==> config.mk <==
export PLATFORM = sky130hd
export DESIGN_NAME = div_unit
export DESIGN_NICKNAME = d
export VERILOG_FILES = /design/src/rtl/div_unit_pkg.sv /design/src/rtl/div_step.sv /design/src/rtl/div_unit.sv
export SDC_FILE = /design/constraint.sdc
export NUM_CORES = 1
export LEC_CHECK = 0
export BUFFER_PORTS_ARGS = -buffer_cell sky130_fd_sc_hd__buf_4
export CAP_MARGIN = 25
export CORE_UTILIZATION = 55
export DETAILED_ROUTE_END_ITERATION = 12
export PLACE_DENSITY = 0.76
export RECOVER_POWER = 50
export SLEW_MARGIN = 20
export SYNTH_ARGS = -nofsm -noshare
export SYNTH_HDL_FRONTEND = slang
export SYNTH_SLANG_ARGS = --single-unit
==> constraint.sdc <==
create_clock -name clk -period 7.48 [get_ports clk]
set_clock_uncertainty 0.1 [all_clocks]
set_input_delay 1.122 -clock clk [delete_from_list [all_inputs] [get_ports clk]]
set_output_delay 1.122 -clock clk [all_outputs]
set_load 0.02 [all_outputs]
==> src/rtl/div_unit_pkg.sv <==
// Shared definitions for the multi-cycle divider:
// state codes, handshake levels, operand width and a helper.
package div_unit_pkg;

   localparam int DivWidth = 32;

   localparam logic DivResultReady    = 1'b1;
   localparam logic DivResultNotReady = 1'b0;
   localparam logic DivStart          = 1'b1;
   localparam logic DivStop           = 1'b0;

   typedef enum logic [1:0] {
      DivFree   = 2'b00,
      DivByZero = 2'b01,
      DivOn     = 2'b10,
      DivEnd    = 2'b11
   } div_state_e;

   // Two's-complement negate when neg is set, pass through otherwise.
   function automatic logic [DivWidth-1:0] cond_neg(
      input logic [DivWidth-1:0] v,
      input logic                neg
   );
      return neg ? (~v + 32'd1) : v;
   endfunction

endpackage

==> src/rtl/div_step.sv <==
// One restoring radix-2 step: shift in the next dividend
// bit, trial-subtract the divisor, keep or restore.
module div_step
   import div_unit_pkg::*;
(
   input  logic [DivWidth-1:0] i_rem,
   input  logic [DivWidth-1:0] i_dvd,
   input  logic [DivWidth-1:0] i_dsr,
   output logic [DivWidth-1:0] o_rem,
   output logic [DivWidth-1:0] o_dvd
);

   logic [DivWidth:0]   w_shift;
   logic [DivWidth-1:0] w_sub;
   logic                w_ge;

   assign w_shift = {i_rem, i_dvd[DivWidth-1]};
   assign w_ge    = (w_shift >= {1'b0, i_dsr});
   // When w_ge holds, the true difference is below the
   // divisor, so the low 32 bits are exact.
   assign w_sub   = w_shift[DivWidth-1:0] - i_dsr;
   assign o_rem   = w_ge ? w_sub : w_shift[DivWidth-1:0];
   assign o_dvd   = {i_dvd[DivWidth-2:0], w_ge};

endmodule

==> src/rtl/div_unit.sv <==
// 32-bit signed/unsigned restoring divider, fixed 33-edge
// latency, result {remainder, quotient} held until released.
module div_unit
   import div_unit_pkg::*;
(
   input  logic        clk,
   input  logic        rst,
   input  logic        signed_div_i,
   input  logic [31:0] opdata1_i,
   input  logic [31:0] opdata2_i,
   input  logic        start_i,
   input  logic        annul_i,
   output logic [63:0] result_o,
   output logic        ready_o
);

   div_state_e          r_state;
   logic [5:0]          r_cnt;
   logic [DivWidth-1:0] r_rem;
   logic [DivWidth-1:0] r_dvd;
   logic [DivWidth-1:0] r_dsr;
   logic                r_neg_q;
   logic                r_neg_r;
   logic [63:0]         r_result;
   logic                r_ready;

   div_state_e          w_state_nxt;
   logic [5:0]          w_cnt_nxt;
   logic [DivWidth-1:0] w_rem_nxt;
   logic [DivWidth-1:0] w_dvd_nxt;
   logic [DivWidth-1:0] w_dsr_nxt;
   logic                w_neg_q_nxt;
   logic                w_neg_r_nxt;
   logic [63:0]         w_result_nxt;
   logic                w_ready_nxt;

   logic [DivWidth-1:0] w_step_rem;
   logic [DivWidth-1:0] w_step_dvd;
   logic                w_neg1;
   logic                w_neg2;

   assign w_neg1 = signed_div_i & opdata1_i[DivWidth-1];
   assign w_neg2 = signed_div_i & opdata2_i[DivWidth-1];

   div_step u_step (
      .i_rem (r_rem),
      .i_dvd (r_dvd),
      .i_dsr (r_dsr),
      .o_rem (w_step_rem),
      .o_dvd (w_step_dvd)
   );

   // Next-state and datapath updates for the divider FSM.
   always_comb begin
      w_state_nxt  = r_state;
      w_cnt_nxt    = r_cnt;
      w_rem_nxt    = r_rem;
      w_dvd_nxt    = r_dvd;
      w_dsr_nxt    = r_dsr;
      w_neg_q_nxt  = r_neg_q;
      w_neg_r_nxt  = r_neg_r;
      w_result_nxt = r_result;
      w_ready_nxt  = r_ready;
      unique case (r_state)
         DivFree: begin
            w_ready_nxt  = DivResultNotReady;
            w_result_nxt = '0;
            if (start_i == DivStart && !annul_i) begin
               w_cnt_nxt   = '0;
               w_rem_nxt   = '0;
               w_dvd_nxt   = cond_neg(opdata1_i, w_neg1);
               w_dsr_nxt   = cond_neg(opdata2_i, w_neg2);
               w_neg_q_nxt = w_neg1 ^ w_neg2;
               w_neg_r_nxt = w_neg1;
               w_state_nxt = (opdata2_i == '0) ? DivByZero : DivOn;
            end
         end
         DivByZero: begin
            w_result_nxt = '0;
            if (annul_i) begin
               w_state_nxt = DivFree;
               w_cnt_nxt   = '0;
               w_ready_nxt = DivResultNotReady;
            end else begin
               w_state_nxt = DivEnd;
               w_ready_nxt = DivResultReady;
            end
         end
         DivOn: begin
            if (annul_i) begin
               w_state_nxt  = DivFree;
               w_cnt_nxt    = '0;
               w_ready_nxt  = DivResultNotReady;
               w_result_nxt = '0;
            end else if (r_cnt == 6'd32) begin
               w_state_nxt  = DivEnd;
               w_ready_nxt  = DivResultReady;
               w_result_nxt = {cond_neg(r_rem, r_neg_r),
                               cond_neg(r_dvd, r_neg_q)};
            end else begin
               w_rem_nxt = w_step_rem;
               w_dvd_nxt = w_step_dvd;
               w_cnt_nxt = r_cnt + 6'd1;
            end
         end
         DivEnd: begin
            if (annul_i || start_i == DivStop) begin
               w_state_nxt  = DivFree;
               w_cnt_nxt    = '0;
               w_ready_nxt  = DivResultNotReady;
               w_result_nxt = '0;
            end
         end
         default: w_state_nxt = DivFree;
      endcase
   end

   // State, datapath and registered outputs.
   always_ff @(posedge clk or negedge rst) begin
      if (!rst) begin
         r_state  <= DivFree;
         r_cnt    <= '0;
         r_rem    <= '0;
         r_dvd    <= '0;
         r_dsr    <= '0;
         r_neg_q  <= 1'b0;
         r_neg_r  <= 1'b0;
         r_result <= '0;
         r_ready  <= DivResultNotReady;
      end else begin
         r_state  <= w_state_nxt;
         r_cnt    <= w_cnt_nxt;
         r_rem    <= w_rem_nxt;
         r_dvd    <= w_dvd_nxt;
         r_dsr    <= w_dsr_nxt;
         r_neg_q  <= w_neg_q_nxt;
         r_neg_r  <= w_neg_r_nxt;
         r_result <= w_result_nxt;
         r_ready  <= w_ready_nxt;
      end
   end

   assign result_o = r_result;
   assign ready_o  = r_ready;

endmodule

# Word-level counts from Yosys, hierarchy flattened
# Index checks and enable logic that the tools add are counted.
dict set report classes {
  n_reduce_logical 12
  addsub 6
  eq_ne 11
  n_lt_le_gt_ge 1
  muxes 35
  bitwise 8
}
# cell count
set op_table {}
lappend op_table {{$mux 32} 11}
lappend op_table {{$mux 64} 3}
lappend op_table {{$pmux 64 s3} 1}
lappend op_table {{$add 32x1->32 const B} 4}
lappend op_table {{$not 32->32} 4}
lappend op_table {{$pmux 32 s2} 2}
lappend op_table {{$ge 33x32->1} 1}
lappend op_table {{$logic_not 32->1} 1}
lappend op_table {{$sub 32x32->32} 1}
lappend op_table {{$mux 6} 5}
lappend op_table {{$pmux 6 s4} 1}
lappend op_table {{$mux 2} 6}
lappend op_table {{$ne 2x2->1 const B} 5}
lappend op_table {{$pmux 2 s4} 1}
lappend op_table {{$reduce_and 4->1} 2}
lappend op_table {{$add 6x1->6 const B} 1}
lappend op_table {{$eq 6x6->1 const B} 1}
lappend op_table {{$ne 3x3->1 const B} 2}
lappend op_table {{$eq 2x2->1 const B} 2}
lappend op_table {{$mux 1} 4}
lappend op_table {{$pmux 1 s4} 1}
lappend op_table {{$reduce_and 2->1} 2}
lappend op_table {{$reduce_and 3->1} 1}
lappend op_table {{$and 1x1->1} 2}
lappend op_table {{other kinds (9)} 9}
dict set report word_totals {
  wordCells 82
  ff_bits 171
  input_bits 69
}

# Depth between registers and ports, before layout
dict set report logic_depth {
  depth_word 6
  depth_mapped 12
  depth_no_buf 12
}

# By module
# A second synthesis with hierarchy kept.
dict set report unflattened {
  hier_cells 1478
  hier_area_um2 12303.0
}
# mod area_per_inst_um2 cells_per_inst seq_area_each_um2 instances
set by_module_without_submodules {}
lappend by_module_without_submodules {div_unit 9580.4 1107 4279.1 1}
lappend by_module_without_submodules {div_step 2722.6 371 0.0 1}

# Least setup slack after synthesis
# OpenSTA, ideal clock, no wires.
dict set report synth_timing {
  path_kind {input to register}
  from {input opdata2_i[3]}
  to {register r_dsr[29]}
  arrival_ns 3.192
  path_buffers 0
  setup_slack_ns 4.057
  cell_stages 8
  required_ns 7.249
  cell_sequence {or3_4 > or4_4 > or4_4 > nor4_4 > nand3_2 > o41ai_2 > xor2_1 > o21ai_1}
}
dict set report synth_via {
  elab_chain_len 3
}
# item line
set synth_lines {}
lappend synth_lines {{from (decl)} div_unit.sv:10} ;# input logic [31:0] opdata2_i,
lappend synth_lines {{$not 32->32} div_unit_pkg.sv:24} ;# return neg ? (~v + 32'd1) : v;
lappend synth_lines {{$add 32x1->32} div_unit_pkg.sv:24}
lappend synth_lines {{$mux 32} div_unit_pkg.sv:24}
lappend synth_lines {{to (signal assigned)} div_unit.sv:135} ;# r_dsr <= w_dsr_nxt;
lappend synth_lines {{to (decl)} div_unit.sv:21} ;# logic [DivWidth-1:0] r_dsr;
# Every way passes these cells.
# A chain may end at the register's enable or synchronous reset.

# Worst setup path in the final report
dict set report layout_timing {
  from {input annul_i}
  to {register r_dvd[15]}
}
dict set report layout_via {
  elab_chain_len 4
  elab_cells_between_ends 5
}
# item line
set layout_lines {}
lappend layout_lines {{from (decl)} div_unit.sv:12} ;# input logic annul_i,
lappend layout_lines {{$logic_not 1->1} div_unit.sv:68} ;# if (start_i == DivStart && !annul_i) begin
lappend layout_lines {{$logic_and 1x1->1} div_unit.sv:68}
lappend layout_lines {{$ne 2x2->1 (no source line)} --}
lappend layout_lines {{$reduce_and 4->1 (no source line) (*)} --}
lappend layout_lines {{to (signal assigned)} div_unit.sv:134} ;# r_dvd <= w_dvd_nxt;
lappend layout_lines {{to (decl)} div_unit.sv:20} ;# logic [DivWidth-1:0] r_dvd;
# Mark *: on every way between the ends. The rest lies on a longest branch, timed or not.

==> flow_summary.yaml <==
sta:
  drv_slew: 162
  hold_viol: 0
  tightestPinTransition_ps: 3740
  fin_tns_setup_ps: 0
  finalSetupViolCount: 0
  relSlewSlack_pct: -149
  fmax_mhz: 202
  rsz0062_at_grt: "false"
  period_minus_slack_ps: 4950
  fin_crit_sh_pct: 66.2
critical_path:
  reg2regPathDepth: 9
  cp-start-kind: "input pin"
  crit_fanout: 69
  critical_path.startpoint: "annul_i"
  worstSetupEndpoint: "r_dvd[15]$_DFFE_PN0P_"
  critPathRequiredTime_ps: 7690
  arrival_ps: 5160
  end_kind: "flip-flop"
  rr_endpoint: "r_dvd[15]$_DFFE_PN0P_"
  critPathKind: "input pin to flip-flop"
  r2r_slack_ps: 2950
  rr_startpoint: "r_state[0]$_DFFE_PN0P_"
clock_tree:
  cts_hold_buf: 0
  cts_tree: "yes"
  postCtsSetupBuffers: 0
  post_cts_resized: 0
  cts-htree-levels: 4
  cts_inserted_buffers: 17
  clk_pin_slew_ps: 60
  cts.sinks: 171
  clockBufferDepth: 2
  clock_latency_ps: 430
  cts-root-buf: "clkbuf_16"
status:
  violations: "capacitance limit, slew limit"
  status: "finished, violations left"
global_route:
  grt_start_max_net_pins: 104
  overflow: 0
  grt_antenna_before_repair: 0
  grt_pass1_vias: 9314
  grt_usage_pct: 27.4
  grt_pass1_wl_um: 47900
power_and_ir_drop:
  power.density_nw_per_um2: 356
  switching_share_pct: 45.7
  leakage_nw: 5.59
  p_comb_share_pct: 49.5
  p_clk_share_pct: 18.3
  intPower_mw: 2.53
  p_sw_mw: 2.13
  ir_worst_vdd_v: 0.000133
  p_seq_share_pct: 32.3
floorplanning:
  fp.coreArea_um2: 20500
  dieArea_um2: 21800
  row_count: 52
  start_util_pct: 56.9
  num_io_pins: 134
  die_h_um: 148
  die_w_um: 148
synth:
  ys_async_sr_fraction_pct: 100
  post_synth_inst_count: 1387
  avgSynthCellArea_um2: 8.40
  synth_edf_count: 0
  synth-seq-cells: 171
  netlist_area_um2: 11700
  synth_flop_cell: "dfrtp_1"
  syn-num-nets: 1500
  yosysWarnings: 0
  synth_cell_types: 78
  yosysSeqAreaShare_pct: 36.7
layout:
  n_fill_cell: 1866
  fin_cells: 1754
  final_nets: 1584
  syn2layout_area_growth_pct: 12.3
  drive_gt1_share_pct: 9.84
  antenna_cells: 0
  final_util_pct: 63.8
route:
  wl_um: 29300
  avgRoutedWirePerCell_um: 16.7
  drtPass1Iterations: 5
  route.detailed.drc: 0
  ant_nets: 0
  drtIter0Drc: 773
  vias: 10268
  viasPerCell: 5.85
worst_hold_path:
  hp-class: "flip-flop to flip-flop"
placement:
  post-place-cells: 1720
  dp_hpwl_um: 21800
  gp_congestion: 0.920
  port_buffers: 133
run:
  maxCapViolCount: 2
-- synth_stat cells (all sizes together) (2+ instances only) --
| cell type | instances | area (um^2) |
|---|---|---|
| nor3 | 20 | 123 |
| xnor2 | 51 | 447 |
| clkbuf | 69 | 269 |
| o31ai | 54 | 435 |
| o21ai | 199 | 996 |
| nand4b | 2 | 17.5 |
| and3 | 7 | 43.8 |
| mux2 | 5 | 56.3 |
| o211a | 2 | 20.0 |
| o41ai | 15 | 158 |
| or4 | 15 | 131 |
| o21a | 3 | 22.5 |
| inv | 50 | 188 |
| a221oi | 2 | 17.5 |
| buf | 7 | 45.0 |
| nor4 | 16 | 134 |
| a32oi | 2 | 17.5 |
| o311a | 2 | 20.0 |
| nand2b | 11 | 68.8 |
| a31oi | 4 | 25.0 |
| o2bb2a | 3 | 30.0 |
| o211ai | 7 | 52.6 |
| nand3 | 14 | 80.1 |
| a211oi | 6 | 45.0 |
| and4 | 3 | 26.3 |
| o221ai | 5 | 43.8 |
| ha | 43 | 538 |
| nand2 | 229 | 860 |
| a21o | 15 | 113 |
| dfrtp | 171 | 4280 |
| mux2i | 26 | 260 |
| o21bai | 4 | 30.0 |
| a22o | 2 | 17.5 |
| nand4 | 9 | 56.3 |
| nor2 | 74 | 283 |
| nor2b | 5 | 31.3 |
| and2 | 6 | 37.5 |
| xor2 | 91 | 797 |
| or2 | 4 | 25.0 |
| a21oi | 91 | 455 |
| a21boi | 3 | 22.5 |
| or3 | 20 | 148 |
-- power groups by stage --
stage | Clock [mW] | Combinational (mW) | Sequential (mW)
floorplan | 0 | 1.63 | 1.53
global placement | 0 | 2.27 | 1.51
detailed placement | 0 | 2.32 | 1.53
CTS | 0.858 | 2.34 | 1.51
global route | 0.899 | 2.57 | 1.55
finish | 0.850 | 2.31 | 1.50
-- area by class of cell --
| class | instances | area (um^2) | area share [%] |
|---|---|---|---|
| Clock buffer | 23 | 468 | 3.58 |
| Clock inverter | 9 | 88.8 | 0.679 |
| Inverter | 50 | 188 | 1.43 |
| Multi-Input combinational cell | 1089 | 6880 | 52.6 |
| Sequential cell | 171 | 4280 | 32.7 |
| Tap cell | 270 | 338 | 2.58 |
| Timing Repair Buffer | 142 | 842 | 6.44 |
-- kinds of logic (layout without fill, tap and decap cells) --
| logic type | Yosys count | count (layout) | synth area share [%] |
|---|---|---|---|
| and+or+nand+nor | 441 | 441 | 18.1 |
| DFF | 171 | 171 | 36.7 |
| adders and majority gates | 44 | 44 | 4.79 |
| AOI/OAI and AO/OA | 431 | 431 | 22.6 |
| xor gates and xnor gates | 142 | 142 | 10.7 |
| muxes | 31 | 31 | 2.72 |
| buffers and inverters | 127 | 224 | 4.38 |
-- layer usage --
| metal | wire length, um | GRT usage [%] |
|---|---|---|
| met3 | 1830 | 4.01 |
| met5 | 0 | 0 |
| met4 | 267 | 6.13 |
| met2 | 12300 | 39.0 |
| met1 | 14900 | 43.5 |
-- sequential cells by signal, summed over array words and instances (netlist names) --
signal	cells
r_neg_q	1
r_cnt	6
r_rem	32
r_neg_r	1
result_o	64
r_state	2
r_dvd	32
ready_o	1
r_dsr	32
-- stage by stage --
| step | cell area [um^2] | hold WS (ps) | setup slack [ps] | power [mW] |
|---|---|---|---|---|
| after floorplan | 11700 | 345 | 4060 | 3.16 |
| after global placement | 12700 | 361 | 3410 | 3.78 |
| after detailed placement | 12700 | 369 | 3360 | 3.85 |
| after CTS | 13300 | 383 | 3770 | 4.71 |
| after global routing | 13100 | 399 | 2010 | 5.02 |
| final | 13100 | 374 | 2530 | 4.66 |
-- cells in the final DEF, fill, tap and decap left out, drive strengths merged, types with 20 or more instances in the layout --
cell type | netlist | layout
xnor2 | 51 | 51
o21ai | 199 | 199
buf | 7 | 74
dfrtp | 171 | 171
or3 | 20 | 20
o31ai | 54 | 54
nand2 | 229 | 229
clkbuf | 69 | 91
nor3 | 20 | 20
nor2 | 74 | 74
ha | 43 | 43
a21oi | 91 | 91
xor2 | 91 | 91
mux2i | 26 | 26
inv | 50 | 51
-- worst min path at each step --
stage,from,endpoint,slack (ps),cells past startpoint
finish,result_o[1]$_DFFE_PN0P_,result_o[1]$_DFFE_PN0P_,370,2
global route,result_o[47]$_DFFE_PN0P_,result_o[47]$_DFFE_PN0P_,400,2
CTS,result_o[1]$_DFFE_PN0P_,result_o[1]$_DFFE_PN0P_,380,2
detailed placement,result_o[1]$_DFFE_PN0P_,result_o[1]$_DFFE_PN0P_,370,2
global placement,r_dsr[6]$_DFFE_PN0P_,r_dsr[6]$_DFFE_PN0P_,360,2
floorplan,r_cnt[5]$_DFFE_PN0P_,r_cnt[5]$_DFFE_PN0P_,350,1
-- critical path, stage by stage --
cell and delay [ps]:
clkbuf_1 310, nand2b_1 210, or2_2 120, clkbuf_1 1720, nor2_1 270, nor2_4 540
buf_4 440, mux2_2 380
No activity file was read; power rests on OpenSTA's default activity.
